### config.mk
export PLATFORM = sky130hd
export DESIGN_NAME = branch_control_unit
export DESIGN_NICKNAME = d
export VERILOG_FILES = /design/src/rtl/branch_control_unit.sv
export SDC_FILE = /design/constraint.sdc
export NUM_CORES = 1
export LEC_CHECK = 0
export BUFFER_PORTS_ARGS = -buffer_cell sky130_fd_sc_hd__buf_4
export CORE_AREA = 2 2 127 129
export CTS_CLUSTER_SIZE = 25
export DETAILED_ROUTE_END_ITERATION = 12
export DIE_AREA = 0 0 129 131
export GPL_ROUTABILITY_DRIVEN = 0
export SETUP_SLACK_MARGIN = 0.15
export SLEW_MARGIN = 25
export SYNTH_ARGS = -nofsm -noshare
export SYNTH_HDL_FRONTEND = slang
export SYNTH_SLANG_ARGS = --single-unit
### constraint.sdc
create_clock -name clk -period 7.6 [get_ports clk]
set_clock_uncertainty 0.2 [all_clocks]
set_input_delay 0.76 -clock clk [delete_from_list [all_inputs] [get_ports clk]]
set_output_delay 0.76 -clock clk [all_outputs]
set_load 0.005 [all_outputs]
### src/rtl/branch_control_unit.sv
// Branch control for the LEGv8 single-cycle PC: decodes B, CBZ and B.cond
// into UnCondBr/BrTaken, holds the NZCV flag register and branch statistics.
//
// Ports:
//   clk, reset              clock; synchronous active-high reset
//   instr_valid             1 = real instruction, 0 = bubble
//   instruction[31:0]       current fetched instruction
//   alu_negative/zero/
//   carry/overflow          live ALU flag results for this instruction
//   UnCondBr                1 = BrAddr26 path, 0 = CondAddr19 path
//   BrTaken                 1 = next PC is the branch target
//   CondAddr19, BrAddr26    raw address slices of the instruction
//   flags[3:0]              registered {N,Z,C,V}
//   taken_count             saturating count of taken branches
//   branch_count            saturating count of executed branches
module branch_control_unit #(
   parameter int CNT_WIDTH = 32
) (
   input  logic                 clk,
   input  logic                 reset,
   input  logic                 instr_valid,
   input  logic [31:0]          instruction,
   input  logic                 alu_negative,
   input  logic                 alu_zero,
   input  logic                 alu_carry,
   input  logic                 alu_overflow,
   output logic                 UnCondBr,
   output logic                 BrTaken,
   output logic [18:0]          CondAddr19,
   output logic [25:0]          BrAddr26,
   output logic [3:0]           flags,
   output logic [CNT_WIDTH-1:0] taken_count,
   output logic [CNT_WIDTH-1:0] branch_count
);

   logic is_b;
   logic is_cbz;
   logic is_bcond;
   logic is_br;
   logic is_fset;
   logic live;
   logic cond_ok;
   logic fn, fz, fc, fv;

   assign CondAddr19 = instruction[23:5];
   assign BrAddr26   = instruction[25:0];

   assign is_b     = (instruction[31:26] == 6'b000101);
   assign is_cbz   = (instruction[31:24] == 8'b10110100);
   assign is_bcond = (instruction[31:24] == 8'b01010100);
   assign is_br    = is_b | is_cbz | is_bcond;

   assign is_fset = (instruction[31:21] == 11'h558)
                  | (instruction[31:21] == 11'h758)
                  | (instruction[31:21] == 11'h750)
                  | (instruction[31:22] == 10'h2C4)
                  | (instruction[31:22] == 10'h3C4);

   assign live = instr_valid & ~reset;

   assign {fn, fz, fc, fv} = flags;

   // B.cond reads only the registered flags; a flag write in the
   // same cycle becomes visible one cycle later.
   always_comb begin
      cond_ok = 1'b0;
      case (instruction[3:0])
         4'h0: cond_ok = fz;
         4'h1: cond_ok = ~fz;
         4'h2: cond_ok = fc;
         4'h3: cond_ok = ~fc;
         4'h4: cond_ok = fn;
         4'h5: cond_ok = ~fn;
         4'h6: cond_ok = fv;
         4'h7: cond_ok = ~fv;
         4'h8: cond_ok = fc & ~fz;
         4'h9: cond_ok = ~(fc & ~fz);
         4'hA: cond_ok = (fn == fv);
         4'hB: cond_ok = (fn != fv);
         4'hC: cond_ok = ~fz & (fn == fv);
         4'hD: cond_ok = ~(~fz & (fn == fv));
         default: cond_ok = 1'b1;
      endcase
   end

   always_comb begin
      UnCondBr = 1'b0;
      BrTaken  = 1'b0;
      if (live) begin
         unique case (1'b1)
            is_b: begin
               UnCondBr = 1'b1;
               BrTaken  = 1'b1;
            end
            is_cbz:   BrTaken = alu_zero;
            is_bcond: BrTaken = cond_ok;
            default: begin
               UnCondBr = 1'b0;
               BrTaken  = 1'b0;
            end
         endcase
      end
   end

   always_ff @(posedge clk) begin
      if (reset) begin
         flags        <= 4'b0000;
         taken_count  <= '0;
         branch_count <= '0;
      end else if (instr_valid) begin
         if (is_fset) begin
            flags <= {alu_negative, alu_zero,
                      alu_carry, alu_overflow};
         end
         if (is_br) begin
            if (branch_count != '1) begin
               branch_count <= branch_count + 1'b1;
            end
            if (BrTaken && (taken_count != '1)) begin
               taken_count <= taken_count + 1'b1;
            end
         end
      end
   end

endmodule

==> results.md, run 1 <==
* Area of the mapped netlist at around 3800 um^2
* Prevailing post-synth register cell: dfxtp_1
* Antenna violations before repair at 0
* Yosys reg bits at 68
* Yosys warnings at 0
* Met2 usage at 17.8%
* Cell Area, Placed at 4450 um^2
* Avg Inst Size Synth at 8.33 um^2
* HPWL Detailed at 6.66 mm
* Worst hold slack at 303 ps
* GRT busiest layer: met2
* Hold WC Path Type: reg2reg
* Detail Route Antenna Nets at 0
* Post-CTS setup buffers at 0
* CP max stage cell: or4b_1
* PD cells at 170 nW/um^2
* Crit path max fanout at 26
* Status: finished clean
* Yosys top cell by area: dfxtp_1
* Reg2reg start: taken_count[12]
* Post-synth EDFFs at 0
* Most common cell after layout, fill and taps aside: buf_4
* CTS tree: done
* Required @ worst endpoint at between 6000 and 7000 ps
* Crit-path most repeated cell: buf_4
* RSZ-0062 raised after global routing: false
* WL/cell at 12.8 um
* Max Fclk at 294 MHz
* Fill cell count at 1694
* Post-CTS resize count at 0
* WHS Endpoint: branch_count[16]
* Slew Viols, Final at 0
* Clock buffer depth at 2
* Crit start category: input pin
* Largest cells by area after synthesis: dfxtp_1 36%, xnor2_1 9.4%, buf_4 8.8%, nor2_1 7.8%, xor2_1 4.1%
* Pwr Total at 0.000807 W
* Final net count at 552
* CTS root buffer: clkbuf_16
* Rows at 46
* Reg2Reg Depth at 8
* Worst stage delay on the critical path at 500 ps
* Total clock sinks at 68
* Crit path DAT at 2440 ps
* Worst-margin pin slew at 880 ps
* Synth top area share at 35.7%
* Lkg Pwr at 1.69 nW
* Flop pwr share at 44.2%
* Ratio of cells with drive above 1 in the final layout at 25.7%
* Die X-Extent at 129 um
* Vias/cell at 4.33
* Vias at between 3000 and 4000
* CP Capture Type: primary output
* Slew headroom at 40.9%
* Core area at between 15000 and 20000 um^2
* Total global-route track usage at 11.5%
* Ant. Diodes at 0
* Max Cap Viol at 0
* # setup viols final at 0
* Seq/Total Area, Yosys at 35.7%
* Clock share of power at 51.6%
* Setup tns final at 0 ps
* Grt ovf at 0
* Die area at 16900 um^2
* CP top delay family: simple AND/OR/NAND/NOR gates
* Final worst path period share at 44.7%
* Async SR Flop Fraction at 0%
* Area grow syn2layout at 24.3%
* Flop2flop setup slack at about 4600 ps
* First-pass GRT wire length at 15.2 mm
* CP Cell Sequence: buf_4, or4b_1, a31oi_1, o21ai_0, nand4bb_1, a31oi_2, buf_4, inv_1, buf_4
* CTS Hold Bufs at 0
* Final instance area at 4750 um^2
* Final hold viol count at 0
* Reg2Reg Capture Point: taken_count[3]
* Most frequent cells in the layout: 104 x buf_4, 79 x nor2_1, 68 x dfxtp_1, 41 x xnor2_1, 39 x nand2_1
* Sw Ratio at between 20% and 30%
* Met1 usage at 14.2%
* Clock latency on the worst-skew pair at between 300 and 400 ps
* Internal at 0.000640 W
* Hold Crit Depth at 2
* Met3 GRT Util at slightly below 5%
* Port Buffers at 103
* Tmin final at around 3400 ps
* VDD IR-drop max at 0.112 mV
* Die Y-Extent at 131 um
* Kind of critical path: in2out
* Cells after Synth at 458
* I/O pin total at between 150 and 200
* 1st-pass router iterations at 4
* DRC at 0
* Vias in the first global route at 2999
* Clock buffer count from CTS at 9
* Initial core utilization at approximately 24%
* Worst Min Path Start: branch_count[16]
* Largest net degree at the start of global routing at 70
* Reg clk slew, reported paths at roughly 50 ps
* Netlist cell types at 49
* DR iter-0 viols at 98
* Max H-tree Level at 3
* Logic pwr share at 4.1%
* Syn_nets at 499
* Detailed Route WL at 9.32 mm
* Crit path buffers/inverters at 4
* Switching pwr at 0.000167 W
state kept, by name (all words and copies together), names as in the netlist:
register,flops
branch_count,32
taken_count,32
flags,4
cell usage after synthesis, types with 2 or more instances:
| cell | count |
|---|---|
| a21o_1 | 2 |
| a21oi_1 | 9 |
| a31oi_1 | 4 |
| a31oi_2 | 2 |
| and2_1 | 2 |
| and3_1 | 6 |
| and4_1 | 9 |
| buf_2 | 4 |
| buf_4 | 45 |
| clkbuf_1 | 10 |
| dfxtp_1 | 68 |
| ha_1 | 2 |
| inv_1 | 5 |
| mux2i_1 | 6 |
| nand2_1 | 39 |
| nand3_1 | 15 |
| nand3b_1 | 3 |
| nand4_1 | 13 |
| nor2_1 | 79 |
| nor2b_1 | 5 |
| nor3_1 | 13 |
| nor3_2 | 2 |
| nor3b_1 | 3 |
| nor4_1 | 11 |
| nor4_2 | 3 |
| nor4_4 | 3 |
| nor4b_1 | 4 |
| o21ai_0 | 9 |
| or3_1 | 5 |
| xnor2_1 | 41 |
| xor2_1 | 18 |
stage by stage:
step / instances / setup slack (ps) / utilization, %
2_1_floorplan: 458 / 4380 / -
3_3_place_gp: 716 / 4200 / 28.5
3_5_place_dp: 716 / 4170 / 28.5
4_1_cts: 730 / 4190 / 30.4
5_1_grt: 730 / 4060 / 30.4
6_report: 730 / 4200 / 30.4
metal layers:
| metal | vias to the layer above | share of wire, % | wire (um) |
|---|---|---|---|
| met5 | - | 0 | 0 |
| met4 | 0 | 1.5 | 140 |
| met3 | 12 | 7.4 | 693 |
| met2 | 72 | 46 | 4260 |
| met1 | 1453 | 45 | 4230 |
| li1 | 1626 | - | - |
kinds of logic after synthesis:
logic type      Yosys count  synth area share [%]
simple gates            226                  32.1
flops                    68                  35.7
buf+inv                  67                  11.4
xor+xnor                 59                  13.5
compound gates           30                  5.08
mux                       6                  1.57
fa+ha+maj                 2                 0.655
power by group through the flow:
stage               Sequential, W  Combinational [W]  Clock (W)
floorplan                0.000365          0.0000333          0
global placement         0.000365          0.0000335          0
detailed placement       0.000365          0.0000337          0
CTS                      0.000357          0.0000338   0.000430
global route             0.000357          0.0000367   0.000448
finish                   0.000357          0.0000333   0.000417
how the worst max path moves through the flow:
stage / from / to / depth (start not counted) / slack (ps)
after floorplan: instruction[0] / BrTaken / 8 / 4380
after detailed placement: instruction[29] / taken_count[25] / 9 / 4170
after CTS: reset / BrTaken / 7 / 4190
after global routing: instruction[0] / BrTaken / 9 / 4060
final: instruction[0] / BrTaken / 9 / 4200
after global placement: reset / BrTaken / 7 / 4200
cell type report:
class / instances / area (um^2) / area share, %
clock inverter: 2 / 35.0 / 0.738
clock buffer: 12 / 256 / 5.40
timing repair buffer: 104 / 781 / 16.5
sequential: 68 / 1360 / 28.7
inverter: 5 / 18.8 / 0.395
multi-input combinational: 323 / 2020 / 42.6
tap: 216 / 270 / 5.69
tightest hold or removal path: stages (launching register included):
cell	delay [ps]
dfxtp_1	320
o21ai_0	70
a21oi_1	60
No activity file was read; power rests on OpenSTA's default activity.
==> inputs of run 2 (changes only) <==
- clock period: 7.6 -> 3.4 ns (I/O delays scaled with it)
==> results.md, run 2 (synthesized netlist as in run 1, its figures left out) <==
* Ant. Diodes at 0 (unchanged)
* Clock buffer count from CTS at 9 (unchanged)
* Hold WC Path Type: in2reg
* Setup tns final at 0 ps (unchanged)
* Vias at 3195 (+1.0%)
* Vias/cell at 4.34 (about the same)
* Clock share of power at 52.3% (+0.7 points)
* Vias in the first global route at 2915 (-2.8%)
* Detail Route Antenna Nets at 0 (unchanged)
* Required @ worst endpoint at 2860 ps (-3780 ps)
* Ratio of cells with drive above 1 in the final layout at 26.3% (+0.61 points)
* GRT busiest layer: met2
* CTS tree: done
* Final net count at 558 (+1.1%)
* Pwr Total at 0.00183 W (+130%)
* First-pass GRT wire length at 14.8 mm (-3.0%)
* Antenna violations before repair at 0 (unchanged)
* WL/cell at 12.6 um (-1.1%)
* Origin of the worst setup path: flags[3]
* Area of the multi-input gates at 2020 um^2 (about the same)
* Met2 usage at 17.6% (-0.12 points)
* Max Fclk at 356 MHz
* Total global-route track usage at 11.3% (-0.13 points)
* Biggest regs: branch_count (32), taken_count (32), flags (4)
* Crit path max fanout at 26 (unchanged)
* Crit start category: flop
* Area grow syn2layout at 25.8%
* CTS Hold Bufs at 0 (unchanged)
* Kind of critical path: reg2out
* DRC at 0 (unchanged)
* Logic pwr share at 4.1% (about the same)
* Rows at 46 (unchanged)
* Port Buffers at 103 (unchanged)
* Clock latency on the worst-skew pair at 340 ps (about the same)
* Post-CTS setup buffers at 0 (unchanged)
* HPWL Detailed at 6.75 mm (+1.3%)
* Die Y-Extent at 131 um (unchanged)
* Pre-CTS setup slack at 369 ps (-3800 ps)
* I/O pin total at 154 (unchanged)
* Tmin final at 2810 ps
* Largest net degree at the start of global routing at 69 (-1.4%)
* RSZ-0062 raised after global routing: false
* Fill cell count at 1713 (+1.1%)
* Final hold viol count at 0 (unchanged)
* Die area at 16900 um^2 (unchanged)
* Sw Ratio at 20.5% (-0.20 points)
* 1st-pass router iterations at 4 (unchanged)
* Worst hold slack at 42.3 ps (-261 ps)
* Reg2reg start: taken_count[2]
* Status: finished clean
* VDD IR-drop max at 0.207 mV (+85%)
* Internal at 0.00146 W (+130%)
* Crit path DAT at 2270 ps (-170 ps)
* Switching pwr at 0.000375 W (+120%)
* Most frequent cells in the layout: 110 x buf_4, 79 x nor2_1, 68 x dfxtp_1, 41 x xnor2_1, 39 x nand2_1
* Flop2flop setup slack at 650 ps (-3910 ps)
* Slew Viols, Final at 0 (unchanged)
* Reg clk slew, reported paths at 50 ps (about the same)
* Met1 usage at 14.0% (-0.22 points)
* Max Cap Viol at 0 (unchanged)
* Setup crit end: BrTaken
* Reg2Reg Depth at 9 (+1)
* CTS root buffer: clkbuf_16
* DR iter-0 viols at 130 (+33%)
* Worst-margin pin slew at 781 ps (-98.8 ps)
* Setup ws final at 590 ps (-3610 ps)
* Core area at 15600 um^2 (unchanged)
* Clock buffer depth at 2 (unchanged)
* Reg2Reg Capture Point: taken_count[15]
* Final worst path period share at approximately 83%
* Lkg Pwr at 1.72 nW (+2.2%)
* Flop pwr share at 43.5% (-0.7 points)
* Max H-tree Level at 3 (unchanged)
* Post-CTS resize count at 0 (unchanged)
* PD cells at 382 nW/um^2 (+120%)
* Initial core utilization at 24.5% (unchanged)
* Total clock sinks at 68 (unchanged)
* Slew headroom at 47.7% (+6.8 points)
* Flip-flop and latch area at 1360 um^2 (unchanged)
* Detailed Route WL at 9.31 mm (-0.16%)
* Die X-Extent at 129 um (unchanged)
* Most common cell after layout, fill and taps aside: buf_4
* CP Capture Type: primary output
* Met3 GRT Util at 4.36% (-0.57 points)
* Grt ovf at 0 (unchanged)
* # setup viols final at 0 (unchanged)
-- run 2: worst min-delay path by stage --
| stage | startpoint | endpoint | slack [ps] | cells after the start |
|---|---|---|---|---|
| 3_3_place_gp | branch_count[16] | branch_count[16] | 310 | 2 |
| 5_1_grt | alu_carry | flags[1] | 40 | 3 |
| 2_1_floorplan | branch_count[16] | branch_count[16] | 280 | 2 |
| 6_report | alu_negative | flags[3] | 40 | 3 |
| 4_1_cts | alu_negative | flags[3] | 30 | 3 |
| 3_5_place_dp | branch_count[16] | branch_count[16] | 310 | 2 |
-- run 2: area by class of cell --
type | count | area share (%)
multi-input combinational | 323 | 42.1
timing repair buffer | 110 | 17.2
inverter | 5 | 0.391
clock inverter | 1 | 0.625
sequential | 68 | 28.3
tap | 216 | 5.63
clock buffer | 14 | 5.71
-- run 2: layer usage --
metal  vias to the layer above  share of wire, %
met5                         -                 0
met4                         0               1.7
met3                        13               7.8
met2                        87                44
met1                      1452                46
li1                       1643                 -
-- run 2: power groups by stage --
stage / combinational, W / sequential (W) / clock, W
detailed placement: 0.0000765 / 0.000815 / 0
CTS: 0.0000767 / 0.000798 / 0.000998
floorplan: 0.0000744 / 0.000815 / 0
finish: 0.0000752 / 0.000798 / 0.000959
global route: 0.0000831 / 0.000797 / 0.00103
global placement: 0.0000762 / 0.000815 / 0
-- run 2: stage by stage --
stage               instances  util [%]  cell area (um^2)
detailed placement        722      28.8              4500
global route              737      30.8              4800
global placement          722      28.8              4500
CTS                       737      30.8              4800
finish                    737      30.8              4800
floorplan                 458         -              3820
-- run 2: critical path, stage by stage, from the launching register on --
cell,delay (ps)
dfxtp_1,370
or4b_1,530
a31oi_1,180
o21ai_0,100
nand4bb_1,180
a31oi_2,110
buf_4,270
inv_1,80
buf_4,100
==> inputs of run 3 (changes only) <==
- clock period: 3.4 -> 2.4 ns (I/O delays scaled with it)
==> results.md, run 3 (synthesized netlist as in run 1, its figures left out) <==
* Initial core utilization at 24.5% (unchanged)
* WL/cell at 13.8 um (+9.1%)
* Required @ worst endpoint at 1960 ps (-900 ps)
* HPWL Detailed at 7.52 mm (+11%)
* PD cells at 442 nW/um^2 (+16%)
* Vias in the first global route at 3480 (+19%)
* Final net count at 637 (+14%)
* Final hold viol count at 0 (unchanged)
* DRC at 0 (unchanged)
* Grt ovf at 0 (unchanged)
* Biggest regs: branch_count (32), taken_count (32), flags (4)
* DR iter-0 viols at 168 (+29%)
* # setup viols final at 16 (+16)
* Vias at 3630 (+14%)
* Area grow syn2layout at 60.9%
* Kind of critical path: reg2out
* Clock latency on the worst-skew pair at 340 ps (about the same)
* Max H-tree Level at 3 (unchanged)
* Cell count after placement at 768 (+6.4%)
* Crit start category: flop
* Most common cell after layout, fill and taps aside: buf_4
* Hold Crit Depth at 0 (-3)
* Slew Viols, Final at 0 (unchanged)
* Total global-route track usage at 13.5% (+2.2 points)
* Rows at 46 (unchanged)
* Setup crit end: BrTaken
* Failing checks: negative setup slack
* Port Buffers at 103 (unchanged)
* Antenna violations before repair at 0 (unchanged)
* Vias/cell at 4.44 (+2.5%)
* Hold WC Path Type: in2out
* CTS tree: done
* Detailed Route WL at 11.3 mm (+21%)
* Total clock sinks at 68 (unchanged)
* Worst hold slack at 280 ps (+238 ps)
* Origin of the worst setup path: flags[3]
* Die area at 16900 um^2 (unchanged)
* Slew headroom at 49.2% (+1.5 points)
* First-pass GRT wire length at 18.1 mm (+22%)
* Reg2Reg Depth at 11 (+2)
* Most frequent cells in the layout: 160 x buf_4, 74 x nor2_1, 60 x dfxtp_1, 39 x xnor2_1, 38 x nand2_1
* Tmin final at about 2500 ps
* Ratio of cells with drive above 1 in the final layout at 45.3% (+19 points)
* Max Cap Viol at 0 (unchanged)
* VDD IR-drop max at 0.294 mV (+42%)
* Detail Route Antenna Nets at 0 (unchanged)
* Reg clk slew, reported paths at 50 ps (about the same)
* Setup ws final at -141 ps (-731 ps)
* Die Y-Extent at 131 um (unchanged)
* Core area at 15600 um^2 (unchanged)
* I/O pin total at 154 (unchanged)
* Die X-Extent at 129 um (unchanged)
* Status: finished, violations left
* Ant. Diodes at 0 (unchanged)
* Non-Filler Instances at 817 (+11%)
* Worst-margin pin slew at 762 ps (-19.4 ps)
* Largest net degree at the start of global routing at 69 (unchanged)
* Clock buffer count from CTS at 9 (unchanged)
* Clock buffer depth at 2 (unchanged)
* Crit path max fanout at 3 (-88%)
* Crit path DAT at 2100 ps (-170 ps)
* Max Fclk at between 300 and 400 MHz
* CP Capture Type: primary output
* Reg2reg start: flags[3]
* Reg2Reg Capture Point: taken_count[21]
* Lkg Pwr at 2.26 nW (+32%)
* Fin util at 39.4% (+8.6 points)
* Flop2flop setup slack at -100 ps (-750 ps)
* 1st-pass router iterations at 5 (+1)
* RSZ-0062 raised after global routing: true
* CTS root buffer: clkbuf_16
* Setup tns final at -1030 ps (-1030 ps)
* Final worst path period share at 106%
[run 3: cell count changes in the layout (fill, tap and decap cells not counted), sizes merged]
| cell | before | now |
|---|---|---|
| bufinv | 1 | 2 |
| clkinv | 0 | 2 |
| clkbuf | 14 | 11 |
| clkinvlp | 0 | 1 |
| buf | 110 | 184 |
| inv | 5 | 6 |
| dlygate4sd3 | 0 | 4 |
[run 3: worst min-delay path by stage]
stage / slack, ps / start / to
2_1_floorplan: 190 / alu_overflow / flags[0]
3_3_place_gp: 280 / instruction[4] / BrAddr26[4]
3_5_place_dp: 280 / instruction[4] / BrAddr26[4]
4_1_cts: 280 / instruction[4] / BrAddr26[4]
5_1_grt: 280 / instruction[17] / BrAddr26[17]
6_report: 280 / instruction[12] / BrAddr26[12]
[run 3: layout make-up]
| class | count | area [um^2] |
|---|---|---|
| inverters | 5 | 21.3 |
| well taps | 216 | 270 |
| repair buffers | 189 | 1640 |
| fillers | 1526 | 9460 |
| flip-flops and latches | 68 | 1370 |
| clock buffers | 10 | 239 |
| clock inverters | 6 | 86.3 |
| multi-input cells | 323 | 2520 |
[run 3: layer usage]
metal,track usage (%),vias to the layer above,share of wire (%)
met5,0,-,0
met4,3.45,0,0.99
met3,5.42,14,7.3
met2,22.2,91,49
met1,16.7,1725,43
li1,-,1800,-
[run 3: through the flow]
stage,setup slack (ps),total power [W],instance area [um^2]
6_report,-141,0.00271,6140
2_1_floorplan,-31.1,0.00126,3910
3_3_place_gp,-212,0.00127,4940
3_5_place_dp,-237,0.00128,4940
5_1_grt,-270,0.00281,6140
4_1_cts,-172,0.00275,6010
[run 3: power by group]
part	total [W]	leakage (nW)	internal [W]	switching [W]
Combinational	0.000140	1.55	0.0000725	0.0000678
Clock	0.00144	0.159	0.000937	0.000508
Sequential	0.00113	0.552	0.00113	0.000000421
[run 3: critical path, stage by stage (launching register included)]
cell and delay, ps:
dfxtp_2 320, buf_6 110, xor2_2 170, o21a_1 190
o211ai_1 160, nand4bb_1 220, a31oi_4 310, buf_12 160
inv_4 30, buf_6 100
[run 3: what timing repair did]
item                                    CTS  global route
gates cloned                              3             1
pin swaps                                82            12
hold buffers                              4             0
endpoints found under the hold margin     4             0
endpoints found under the setup margin   44            60
resized for setup                        86            19
setup buffers                            19             6
